--- src/rtl/tinyyolov3_ctrl_master_if.sv ---
// tinyyolov3_ctrl_master_if: AXI4-Lite control-port bundle between layer master and kernel slave
interface tinyyolov3_ctrl_master_if #(
  parameter int ADDR_WIDTH = 12
);
  logic                  awvalid;
  logic                  awready;
  logic [ADDR_WIDTH-1:0] awaddr;
  logic                  wvalid;
  logic                  wready;
  logic [31:0]           wdata;
  logic [3:0]            wstrb;
  logic                  bvalid;
  logic                  bready;
  logic [1:0]            bresp;
  logic                  arvalid;
  logic                  arready;
  logic [ADDR_WIDTH-1:0] araddr;
  logic                  rvalid;
  logic                  rready;
  logic [31:0]           rdata;
  logic [1:0]            rresp;
  modport master (
    output awvalid, awaddr, wvalid, wdata, wstrb, bready, arvalid, araddr, rready,
    input  awready, wready, bvalid, bresp, arready, rvalid, rdata, rresp
  );
  modport slave (
    input  awvalid, awaddr, wvalid, wdata, wstrb, bready, arvalid, araddr, rready,
    output awready, wready, bvalid, bresp, arready, rvalid, rdata, rresp
  );
endinterface

--- src/rtl/tinyyolov3_ctrl_master.sv ---
// tinyyolov3_ctrl_master: writes one layer's config words plus ap_start, then polls AP_CTRL for ap_done
module tinyyolov3_ctrl_master #(
  parameter int ADDR_WIDTH = 12,
  parameter int NUM_CFG    = 11,
  parameter int CFG_BASE   = 'h10,
  parameter int CFG_STRIDE = 8,
  parameter int POLL_GAP   = 16,
  parameter int TIMEOUT    = 2**20
) (
  input  logic                    ap_clk,
  input  logic                    areset,
  input  logic                    cmd_valid,
  output logic                    cmd_ready,
  input  logic [NUM_CFG*32-1:0]   cmd_cfg,
  tinyyolov3_ctrl_master_if.master m_axi,
  output logic                    busy,
  output logic                    done,
  output logic                    error,
  output logic [1:0]              err_code
);
  localparam int IW = $clog2(NUM_CFG + 1);
  localparam int GW = $clog2(POLL_GAP + 1);
  typedef enum logic [2:0] {IDLE, WR, WRESP, RD, RRESP, GAP, FIN, ABORT} state_t;
  state_t                state_q, state_d;
  logic [NUM_CFG*32-1:0] cfg_q, cfg_d;
  logic [IW-1:0]         idx_q, idx_d;
  logic                  aw_q, aw_d, w_q, w_d;
  logic [31:0]           timer_q, timer_d;
  logic [GW-1:0]         gap_q, gap_d;
  logic [1:0]            err_q, err_d;
  logic                  start_ph;
  logic                  unused_rdata;
  // idx == NUM_CFG selects the final ap_start write to AP_CTRL
  assign start_ph       = idx_q == IW'(NUM_CFG);
  assign unused_rdata   = ^{m_axi.rdata[31:2], m_axi.rdata[0]};
  assign m_axi.awvalid  = aw_q;
  assign m_axi.wvalid   = w_q;
  assign m_axi.awaddr   = start_ph ? '0 : ADDR_WIDTH'(CFG_BASE + CFG_STRIDE * int'(idx_q));
  assign m_axi.wdata    = start_ph ? 32'h1 : cfg_q[32*idx_q +: 32];
  assign m_axi.wstrb    = 4'hF;
  assign m_axi.bready   = state_q == WRESP;
  assign m_axi.arvalid  = state_q == RD;
  assign m_axi.araddr   = '0;
  assign m_axi.rready   = state_q == RRESP;
  assign cmd_ready      = state_q == IDLE;
  assign busy           = state_q != IDLE;
  assign done           = state_q == FIN;
  assign error          = state_q == ABORT;
  assign err_code       = err_q;
  // next-state: write sequencing, response checks, poll pacing and timeout
  always_comb begin
    state_d = state_q;
    cfg_d   = cfg_q;
    idx_d   = idx_q;
    aw_d    = aw_q;
    w_d     = w_q;
    timer_d = state_q inside {RD, RRESP, GAP} ? timer_q + 32'd1 : timer_q;
    gap_d   = gap_q;
    err_d   = err_q;
    case (state_q)
      IDLE: if (cmd_valid) begin
        cfg_d   = cmd_cfg;
        idx_d   = '0;
        err_d   = 2'd0;
        aw_d    = 1'b1;
        w_d     = 1'b1;
        state_d = WR;
      end
      WR: begin
        aw_d = aw_q & ~m_axi.awready;
        w_d  = w_q & ~m_axi.wready;
        if (!aw_d && !w_d) state_d = WRESP;
      end
      WRESP: if (m_axi.bvalid) begin
        if (m_axi.bresp != 2'b00) begin
          err_d   = 2'd1;
          state_d = ABORT;
        end else if (!start_ph) begin
          idx_d   = idx_q + IW'(1);
          aw_d    = 1'b1;
          w_d     = 1'b1;
          state_d = WR;
        end else begin
          timer_d = '0;
          state_d = RD;
        end
      end
      RD: if (m_axi.arready) state_d = RRESP;
      RRESP: if (m_axi.rvalid) begin
        if (m_axi.rresp != 2'b00) begin
          err_d   = 2'd2;
          state_d = ABORT;
        end else if (m_axi.rdata[1]) state_d = FIN;
        else begin
          gap_d   = '0;
          state_d = GAP;
        end
      end
      GAP: begin
        if (TIMEOUT != 0 && timer_q >= 32'(TIMEOUT)) begin
          err_d   = 2'd3;
          state_d = ABORT;
        end else if (gap_q == GW'(POLL_GAP - 1)) state_d = RD;
        else gap_d = gap_q + GW'(1);
      end
      default: state_d = IDLE;
    endcase
  end
  // state registers; reset abandons any in-flight transfer
  always_ff @(posedge ap_clk) begin
    if (areset) begin
      state_q <= IDLE;
      cfg_q   <= '0;
      idx_q   <= '0;
      aw_q    <= 1'b0;
      w_q     <= 1'b0;
      timer_q <= '0;
      gap_q   <= '0;
      err_q   <= 2'd0;
    end else begin
      state_q <= state_d;
      cfg_q   <= cfg_d;
      idx_q   <= idx_d;
      aw_q    <= aw_d;
      w_q     <= w_d;
      timer_q <= timer_d;
      gap_q   <= gap_d;
      err_q   <= err_d;
    end
  end
endmodule

--- src/flat_wrapper.sv ---
// flat-port wrapper written by rule: the top's interface ports become plain ports
module tinyyolov3_ctrl_master_flat 
#(
  parameter int ADDR_WIDTH = 12,
  parameter int NUM_CFG    = 11,
  parameter int CFG_BASE   = 'h10,
  parameter int CFG_STRIDE = 8,
  parameter int POLL_GAP   = 16,
  parameter int TIMEOUT    = 2**20
)
  (ap_clk, areset, cmd_valid, cmd_ready, cmd_cfg, busy, done, error, err_code, m_axi_awvalid, m_axi_awaddr, m_axi_wvalid, m_axi_wdata, m_axi_wstrb, m_axi_bready, m_axi_arvalid, m_axi_araddr, m_axi_rready, m_axi_awready, m_axi_wready, m_axi_bvalid, m_axi_bresp, m_axi_arready, m_axi_rvalid, m_axi_rdata, m_axi_rresp);
  tinyyolov3_ctrl_master_if #(.ADDR_WIDTH(ADDR_WIDTH)) m_axi_i ();
  input  logic ap_clk;
  input  logic areset;
  input  logic cmd_valid;
  output logic cmd_ready;
  input  logic [NUM_CFG*32-1:0] cmd_cfg;
  output logic busy;
  output logic done;
  output logic error;
  output logic [1:0] err_code;
  output wire logic [$bits(m_axi_i.awvalid)-1:0] m_axi_awvalid;
  output wire logic [$bits(m_axi_i.awaddr)-1:0] m_axi_awaddr;
  output wire logic [$bits(m_axi_i.wvalid)-1:0] m_axi_wvalid;
  output wire logic [$bits(m_axi_i.wdata)-1:0] m_axi_wdata;
  output wire logic [$bits(m_axi_i.wstrb)-1:0] m_axi_wstrb;
  output wire logic [$bits(m_axi_i.bready)-1:0] m_axi_bready;
  output wire logic [$bits(m_axi_i.arvalid)-1:0] m_axi_arvalid;
  output wire logic [$bits(m_axi_i.araddr)-1:0] m_axi_araddr;
  output wire logic [$bits(m_axi_i.rready)-1:0] m_axi_rready;
  input wire logic [$bits(m_axi_i.awready)-1:0] m_axi_awready;
  input wire logic [$bits(m_axi_i.wready)-1:0] m_axi_wready;
  input wire logic [$bits(m_axi_i.bvalid)-1:0] m_axi_bvalid;
  input wire logic [$bits(m_axi_i.bresp)-1:0] m_axi_bresp;
  input wire logic [$bits(m_axi_i.arready)-1:0] m_axi_arready;
  input wire logic [$bits(m_axi_i.rvalid)-1:0] m_axi_rvalid;
  input wire logic [$bits(m_axi_i.rdata)-1:0] m_axi_rdata;
  input wire logic [$bits(m_axi_i.rresp)-1:0] m_axi_rresp;
  assign m_axi_awvalid = m_axi_i.awvalid;
  assign m_axi_awaddr = m_axi_i.awaddr;
  assign m_axi_wvalid = m_axi_i.wvalid;
  assign m_axi_wdata = m_axi_i.wdata;
  assign m_axi_wstrb = m_axi_i.wstrb;
  assign m_axi_bready = m_axi_i.bready;
  assign m_axi_arvalid = m_axi_i.arvalid;
  assign m_axi_araddr = m_axi_i.araddr;
  assign m_axi_rready = m_axi_i.rready;
  assign m_axi_i.awready = m_axi_awready;
  assign m_axi_i.wready = m_axi_wready;
  assign m_axi_i.bvalid = m_axi_bvalid;
  assign m_axi_i.bresp = m_axi_bresp;
  assign m_axi_i.arready = m_axi_arready;
  assign m_axi_i.rvalid = m_axi_rvalid;
  assign m_axi_i.rdata = m_axi_rdata;
  assign m_axi_i.rresp = m_axi_rresp;
  tinyyolov3_ctrl_master #(.ADDR_WIDTH(ADDR_WIDTH), .NUM_CFG(NUM_CFG), .CFG_BASE(CFG_BASE), .CFG_STRIDE(CFG_STRIDE), .POLL_GAP(POLL_GAP), .TIMEOUT(TIMEOUT)) u_core (.ap_clk(ap_clk), .areset(areset), .cmd_valid(cmd_valid), .cmd_ready(cmd_ready), .cmd_cfg(cmd_cfg), .m_axi(m_axi_i), .busy(busy), .done(done), .error(error), .err_code(err_code));
endmodule
--- config.mk ---
export PLATFORM = sky130hd
export DESIGN_NAME = tinyyolov3_ctrl_master_flat
export DESIGN_NICKNAME = d
export VERILOG_FILES = /design/src/rtl/tinyyolov3_ctrl_master_if.sv /design/src/rtl/tinyyolov3_ctrl_master.sv /design/src/flat_wrapper.sv
export SDC_FILE = /design/constraint.sdc
export NUM_CORES = 1
export LEC_CHECK = 0
export ABC_CLOCK_PERIOD_IN_PS = 2400
export BUFFER_PORTS_ARGS = -buffer_cell sky130_fd_sc_hd__buf_2
export CORE_ASPECT_RATIO = 2
export CORE_MARGIN = 3
export CORE_UTILIZATION = 48
export DETAILED_ROUTE_END_ITERATION = 7
export PLACE_DENSITY = 0.77
export SYNTH_ARGS = -nofsm -noshare
export SYNTH_HDL_FRONTEND = slang
export SYNTH_SLANG_ARGS = --single-unit
export TNS_END_PERCENT = 5
--- constraint.sdc ---
create_clock -name ap_clk -period 2.4 [get_ports ap_clk]
set_clock_uncertainty 0.05 [all_clocks]
set_input_delay 0.6 -clock ap_clk [delete_from_list [all_inputs] [get_ports ap_clk]]
set_output_delay 0.6 -clock ap_clk [all_outputs]
set_load 0.02 [all_outputs]
-- After elaboration in Yosys (flattened, before gate mapping)
Cells that the tools add are included.
- add/sub/neg operators: 4
- $lt $le $gt $ge: 1
- equality and inequality tests: 24
- shift-type cells: 1
- muxes and demuxes: 43
- bitwise logic cells: 4
- reductions and logical operators: 18
- operators by type and width (operator ; number):
    352-bit by 10-bit variable part select with 32-bit output ; 1
    32-bit two-way mux ; 6
    32-bit by 1-bit adder with 32-bit output, second input constant ; 1
    32-bit by 21-bit >= comparator with 1-bit output, second input constant ; 1
    3-bit two-way mux ; 9
    5-bit two-way mux ; 5
    3-bit case mux with 6 select lines ; 1
    2-bit two-way mux ; 8
    4-bit two-way mux ; 4
    2-bit != test, second input constant ; 8
    3-bit == test, second input constant ; 4
    12-bit two-way mux ; 1
    2-bit by 1-bit != test with 1-bit output, second input constant ; 6
    6-bit AND reduction ; 2
    5-bit case mux with 2 select lines ; 1
    5-bit AND reduction ; 2
    3-bit nonzero test ; 3
    5-bit by 7-bit adder with 8-bit output, first input constant ; 1
    2-bit case mux with 4 select lines ; 1
    4-bit case mux with 2 select lines ; 1
    2-bit nonzero test ; 4
    7-bit AND reduction ; 1
    3-bit by 2-bit == test with 1-bit output, second input constant ; 2
    1-bit case mux with 3 select lines ; 2
    other kinds (14) ; 20
- bits in registers: 400
- input bits: 396
- output and inout bits: 71
- logic and storage cells: 103

-- Depth between registers and ports, before layout
- depth after elaboration: 7
- depth in mapped cells: 8
- depth with buffers taken out: 8

-- Least setup slack after synthesis
OpenSTA, ideal clock, no wires.
- path type: reg2out
- start point: reg u_core.idx_q[1]
- end point: out m_axi_wdata[24]
- arrival time: 1992 ps
- data required time: 1750 ps
- path slack: -242 ps
- stages on the path, launching flop included: 8
- cells stage by stage: dfxtp_1 -> clkbuf_1 -> clkbuf_1 -> buf_1 -> mux2i_1 -> nor2_1 -> a21oi_1 -> o22ai_1
- word-level cells in the longest chain between the ends: 2
- elaborated cells between the ends (all ways): 3
- classes of those cells: eq/ne: 1; shift: 1; mux: 1
- ends and longest elaborated chain (what ; RTL line ; text):
    start: declaration ; tinyyolov3_ctrl_master.sv:26 ; logic [IW-1:0] idx_q, idx_d;
    start signal: assignment ; tinyyolov3_ctrl_master.sv:123 ; idx_q <= idx_d;
    352-bit by 10-bit variable part select with 32-bit output or 4-bit == test (tied branches) ; tinyyolov3_ctrl_master.sv:39, tinyyolov3_ctrl_master.sv:34 ;
    32-bit two-way mux (*) ; tinyyolov3_ctrl_master.sv:39 ; assign m_axi.wdata = start_ph ? 32'h1 : cfg_q[32*idx_q +: 32];
    end: declaration ; flat_wrapper.sv:25 ; output wire logic [$bits(m_axi_i.wdata)-1:0] m_axi_wdata;
Mark *: on every way between the ends. The rest lies on a longest branch, timed or not.

-- Worst setup path after layout
- start point: reg u_core.idx_q[0]
- end point: out m_axi_wdata[17]
Same word-level chain as after synthesis.

==> summary.md <==
• **drt first-iter violations** 1,205
• **DP HPWL** 44,100 µm
• **yosys synthesis warning count** 0
• **highest cell delay on the worst timing path** 0.61 ns
• **later-pin clock latency in the skew report** 0.54 ns
• **final non-filler cell total** 2,983
• **DIE AREA** 38,600 µm²
• **post-synthesis cell count** 2,130
• **Placed Cells incl. Taps** 2,905
• **slowest CP cell** sky130_fd_sc_hd__mux4_2
• **Worst Setup Path Type** reg -> out
• **Cell Area, Placed** 20,400 µm²
• **cell internal power dissipation** 14,300 µW
• **Max clock buf depth** 3
• **predominant post-synthesis flop cell** sky130_fd_sc_hd__dfxtp_1
• **first-pass GRT wire length** 87,100 µm
• **smallest setup slack after layout** -0.646 ns
• **switching power** 7840 µW
• **pins over their slew limit** 0
• **area growth from synthesis to layout** 26.5%
• **# IOs** 467
• **top cell family by delay on the critical path** multiplexers
• **required time at the endpoint of the critical path** 1.75 ns
• **Overall Global Routing Usage** 28.9%
• **total number of clock tree sinks** 400
• **Combinational Power Share** 33.3%
• **clock tree from TritonCTS** yes
• **final-report setup violation count** 38
• **final critical path time including I/O delays and setup** 3.05 ns
• **height of the die** 275 µm
• **switching portion of total power** 35.4%
• **critical path endpoint category** output port
• **number of flops mapped to enable cells by yosys** 0
• **Final Cycle Share** 127%
• **transition time of the tightest slew-check pin** 0.652 ns
• **count of max-cap constraint violations** 0
• **via count of the first global-routing pass** 16,288
• **slew margin rel.** 56.4%
• **cell row count** 97
• **DRC Markers** 0
• **Worst IR Drop VDD** 0.00113 V
• **register share of total power** 39.0%
• **count of input and output buffers** 412
• **overall die width** 140 µm
• **startpoint type of the worst setup path** register
• **core outline area** 35,300 µm²
• **synthesized area per cell** 8.15 µm²
• **combined buffer and inverter count along the critical path** 3
• **number of buffers inserted during clock tree synthesis** 37
• **power density of the placed cells** 1010 nW/µm²
• **post-synth design cell area** 17,300 µm²
• **crit-path cells** buf_12 -> buf_6 -> mux4_2 -> mux2i_1 -> o22ai_1 -> buf_4
• **Antenna Violating Nets Remaining** 0
• **initial core utilization** 49.1%
• **maximum operating frequency** 0.328 GHz
• **clock group share of total power** 27.7%
• **fraction of layout cells with a size suffix above 1** 26.3%
• **detailed-route via count** 16,451
• **P_leak** 0.00866 µW
• **number of filler cells placed in the layout** 3,035
• **status** complete, but fails checks
• **post-synthesis async set-or-reset flop share** 0%
• **Final #Nets** 2,906
• **Arrival @ worst endpoint** 2.40 ns
• **Clock Pin Slew Worst Setup and Hold Paths** 0.07 ns
• **failing checks** negative setup slack
• **RSZ-0062 raised after global routing** yes
• **sequential fraction of the synthesis area** 46.2%
• **total power** 22,200 µW
• **first drt pass iteration count** 5
• **gr ovfl total** 0
• **CTS HTree Levels** 2
• **total wire length after detailed routing** 58,300 µm
• **hold buffer count at CTS** 0
• **number of flip-flops and latches in the synthesized netlist** 400
• **routed via count divided by cell count** 5.51
• **worst hold path class** in -> reg
• **post-synthesis cell type count** 52
• **Final Hold Violating Endpoints** 0
• **maximum number of pins on one net before global-route repair** 104
• **routability-driven placement congestion ratio** 0.939
• **maximum fanout along the worst path** 7
• **number of antenna violations at the first check in global routing** 8
• **cell area after layout** 21,900 µm²
• **CTS root buffer** sky130_fd_sc_hd__clkbuf_16
• **average detailed-routed wire length per instance** 19.6 µm
-- flip-flops by register name, summed over array words and instances, names as in the netlist --
| signal | flops |
|---|---|
| u_core.state_q | 3 |
| u_core.cfg_q | 352 |
| u_core.timer_q | 32 |
| u_core.m_axi.awvalid | 1 |
| u_core.gap_q | 5 |
| u_core.err_code | 2 |
| u_core.idx_q | 4 |
| u_core.m_axi.wvalid | 1 |
-- cell families (layout without fill, tap and decap cells) --
group	count (synthesis)	in the layout	synth area share [%]
AOI/OAI and AO/OA	466	466	14.0
xor gates and xnor gates	23	23	1.16
adders and majority gates	6	6	0.433
buffers and inverters	209	588	5.16
DFF	400	400	46.2
muxes	131	131	12.2
other	2	31	0.0433
and+or+nand+nor	893	893	20.9
-- repair_timing --
| action | 4_1_cts | 5_1_grt |
|---|---|---|
| buffers inserted | 3 | 0 |
| resized for setup | 27 | 20 |
| pin swaps | 8 | 2 |
| cloned | 1 | 1 |
| setup endpoints to repair | 38 | 76 |
-- per-layer routing --
| metal | part of all wire (%) | GRT usage [%] |
|---|---|---|
| met1 | 36 | 32.1 |
| met4 | 7.9 | 21.9 |
| met5 | 0 | 0 |
| met2 | 51 | 50.3 |
| met3 | 5.4 | 3.15 |
-- Yosys cell counts (3+ instances only) --
| master | instances | share of area, % |
|---|---|---|
| sky130_fd_sc_hd__nor2_1 | 68 | 1.5 |
| sky130_fd_sc_hd__and3_1 | 5 | 0.18 |
| sky130_fd_sc_hd__dfxtp_1 | 400 | 46 |
| sky130_fd_sc_hd__xor2_1 | 5 | 0.25 |
| sky130_fd_sc_hd__a21oi_1 | 405 | 12 |
| sky130_fd_sc_hd__buf_2 | 18 | 0.52 |
| sky130_fd_sc_hd__and4_1 | 3 | 0.15 |
| sky130_fd_sc_hd__nand4_1 | 8 | 0.29 |
| sky130_fd_sc_hd__buf_4 | 23 | 1.0 |
| sky130_fd_sc_hd__nand2_1 | 731 | 16 |
| sky130_fd_sc_hd__nor4_1 | 14 | 0.50 |
| sky130_fd_sc_hd__nor2b_1 | 8 | 0.29 |
| sky130_fd_sc_hd__mux4_2 | 64 | 8.3 |
| sky130_fd_sc_hd__nand2b_1 | 5 | 0.18 |
| sky130_fd_sc_hd__nand3b_1 | 3 | 0.13 |
| sky130_fd_sc_hd__o22ai_1 | 31 | 1.1 |
| sky130_fd_sc_hd__nand3_1 | 11 | 0.32 |
| sky130_fd_sc_hd__xnor2_1 | 18 | 0.91 |
| sky130_fd_sc_hd__ha_1 | 6 | 0.43 |
| sky130_fd_sc_hd__mux2i_1 | 66 | 3.8 |
| sky130_fd_sc_hd__or3_1 | 11 | 0.40 |
| sky130_fd_sc_hd__nor3_1 | 9 | 0.26 |
| sky130_fd_sc_hd__nor3b_1 | 3 | 0.13 |
| sky130_fd_sc_hd__or4_1 | 3 | 0.13 |
| sky130_fd_sc_hd__buf_1 | 5 | 0.11 |
| sky130_fd_sc_hd__o21ai_0 | 15 | 0.43 |
| sky130_fd_sc_hd__inv_1 | 15 | 0.32 |
| sky130_fd_sc_hd__clkbuf_1 | 146 | 3.2 |
-- worst paths after layout --
path | from | to | slack, ns | cells after the start
max | u_core.idx_q[0]$_SDFFE_PP0P_ | m_axi_wdata[17] | -0.65 | 6
min | cmd_cfg[348] | u_core.cfg_q[348]$_SDFFE_PP0P_ | 0.25 | 3
max reg2reg | u_core.gap_q[0]$_SDFFE_PP0P_ | u_core.gap_q[4]$_SDFFE_PP0P_ | 0.02 | 8
min reg2reg | u_core.cfg_q[238]$_SDFFE_PP0P_ | u_core.cfg_q[238]$_SDFFE_PP0P_ | 0.40 | 2
-- tightest hold or removal path: stages --
cell and delay (ns):
sky130_fd_sc_hd__buf_2 0.10, sky130_fd_sc_hd__nand2_1 0.05, sky130_fd_sc_hd__a21oi_1 0.05
-- power by group through the flow --
stage	clock [µW]	sequential (µW)	combinational, µW
detailed placement	0	8760	7160
finish	6130	8650	7380
global placement	0	8680	7010
floorplan	0	8550	4620
global route	6480	8780	8080
CTS	6210	8620	7310
-- cell usage in the layout (no fill, tap or decap), types with 7 or more instances in the layout --
| cell | n |
|---|---|
| sky130_fd_sc_hd__a21oi_1 | 405 |
| sky130_fd_sc_hd__buf_12 | 35 |
| sky130_fd_sc_hd__buf_2 | 404 |
| sky130_fd_sc_hd__buf_4 | 57 |
| sky130_fd_sc_hd__buf_6 | 7 |
| sky130_fd_sc_hd__clkbuf_1 | 7 |
| sky130_fd_sc_hd__clkbuf_16 | 40 |
| sky130_fd_sc_hd__clkbuf_8 | 7 |
| sky130_fd_sc_hd__conb_1 | 23 |
| sky130_fd_sc_hd__dfxtp_1 | 397 |
| sky130_fd_sc_hd__diode_2 | 8 |
| sky130_fd_sc_hd__inv_1 | 15 |
| sky130_fd_sc_hd__mux2i_1 | 47 |
| sky130_fd_sc_hd__mux2i_2 | 14 |
| sky130_fd_sc_hd__mux4_2 | 64 |
| sky130_fd_sc_hd__nand2_1 | 730 |
| sky130_fd_sc_hd__nand3_1 | 11 |
| sky130_fd_sc_hd__nand4_1 | 8 |
| sky130_fd_sc_hd__nor2_1 | 68 |
| sky130_fd_sc_hd__nor2b_1 | 7 |
| sky130_fd_sc_hd__nor3_1 | 9 |
| sky130_fd_sc_hd__nor4_1 | 14 |
| sky130_fd_sc_hd__o21ai_0 | 15 |
| sky130_fd_sc_hd__o22ai_1 | 27 |
| sky130_fd_sc_hd__or3_1 | 11 |
| sky130_fd_sc_hd__xnor2_1 | 18 |
-- per-stage QoR --
stage                     setup WS, ns  setup TNS, ns  hold WS, ns  utilization (%)
after floorplan                 0.0403              0        0.382                -
after global placement          -0.199          -2.51        0.389             57.7
after detailed placement        -0.206          -2.58        0.394             57.7
after CTS                       -0.675         -21.87        0.224             61.7
after global routing            -0.710         -23.27        0.240             62.1
final                           -0.646         -19.90        0.247             62.1
-- cell type report --
| type | instances | area [µm²] | share of cell area, % |
|---|---|---|---|
| sequential | 400 | 8020 | 36.5 |
| inverter | 15 | 56.3 | 0.257 |
| timing repair buffer | 508 | 3340 | 15.2 |
| clock inverter | 12 | 159 | 0.724 |
| tap | 445 | 557 | 2.54 |
| antenna | 8 | 20.0 | 0.0913 |
| multi-input combinational | 1542 | 8690 | 39.6 |
| clock buffer | 53 | 1100 | 5.01 |
Note: power is estimated with default switching activity, not from simulation.
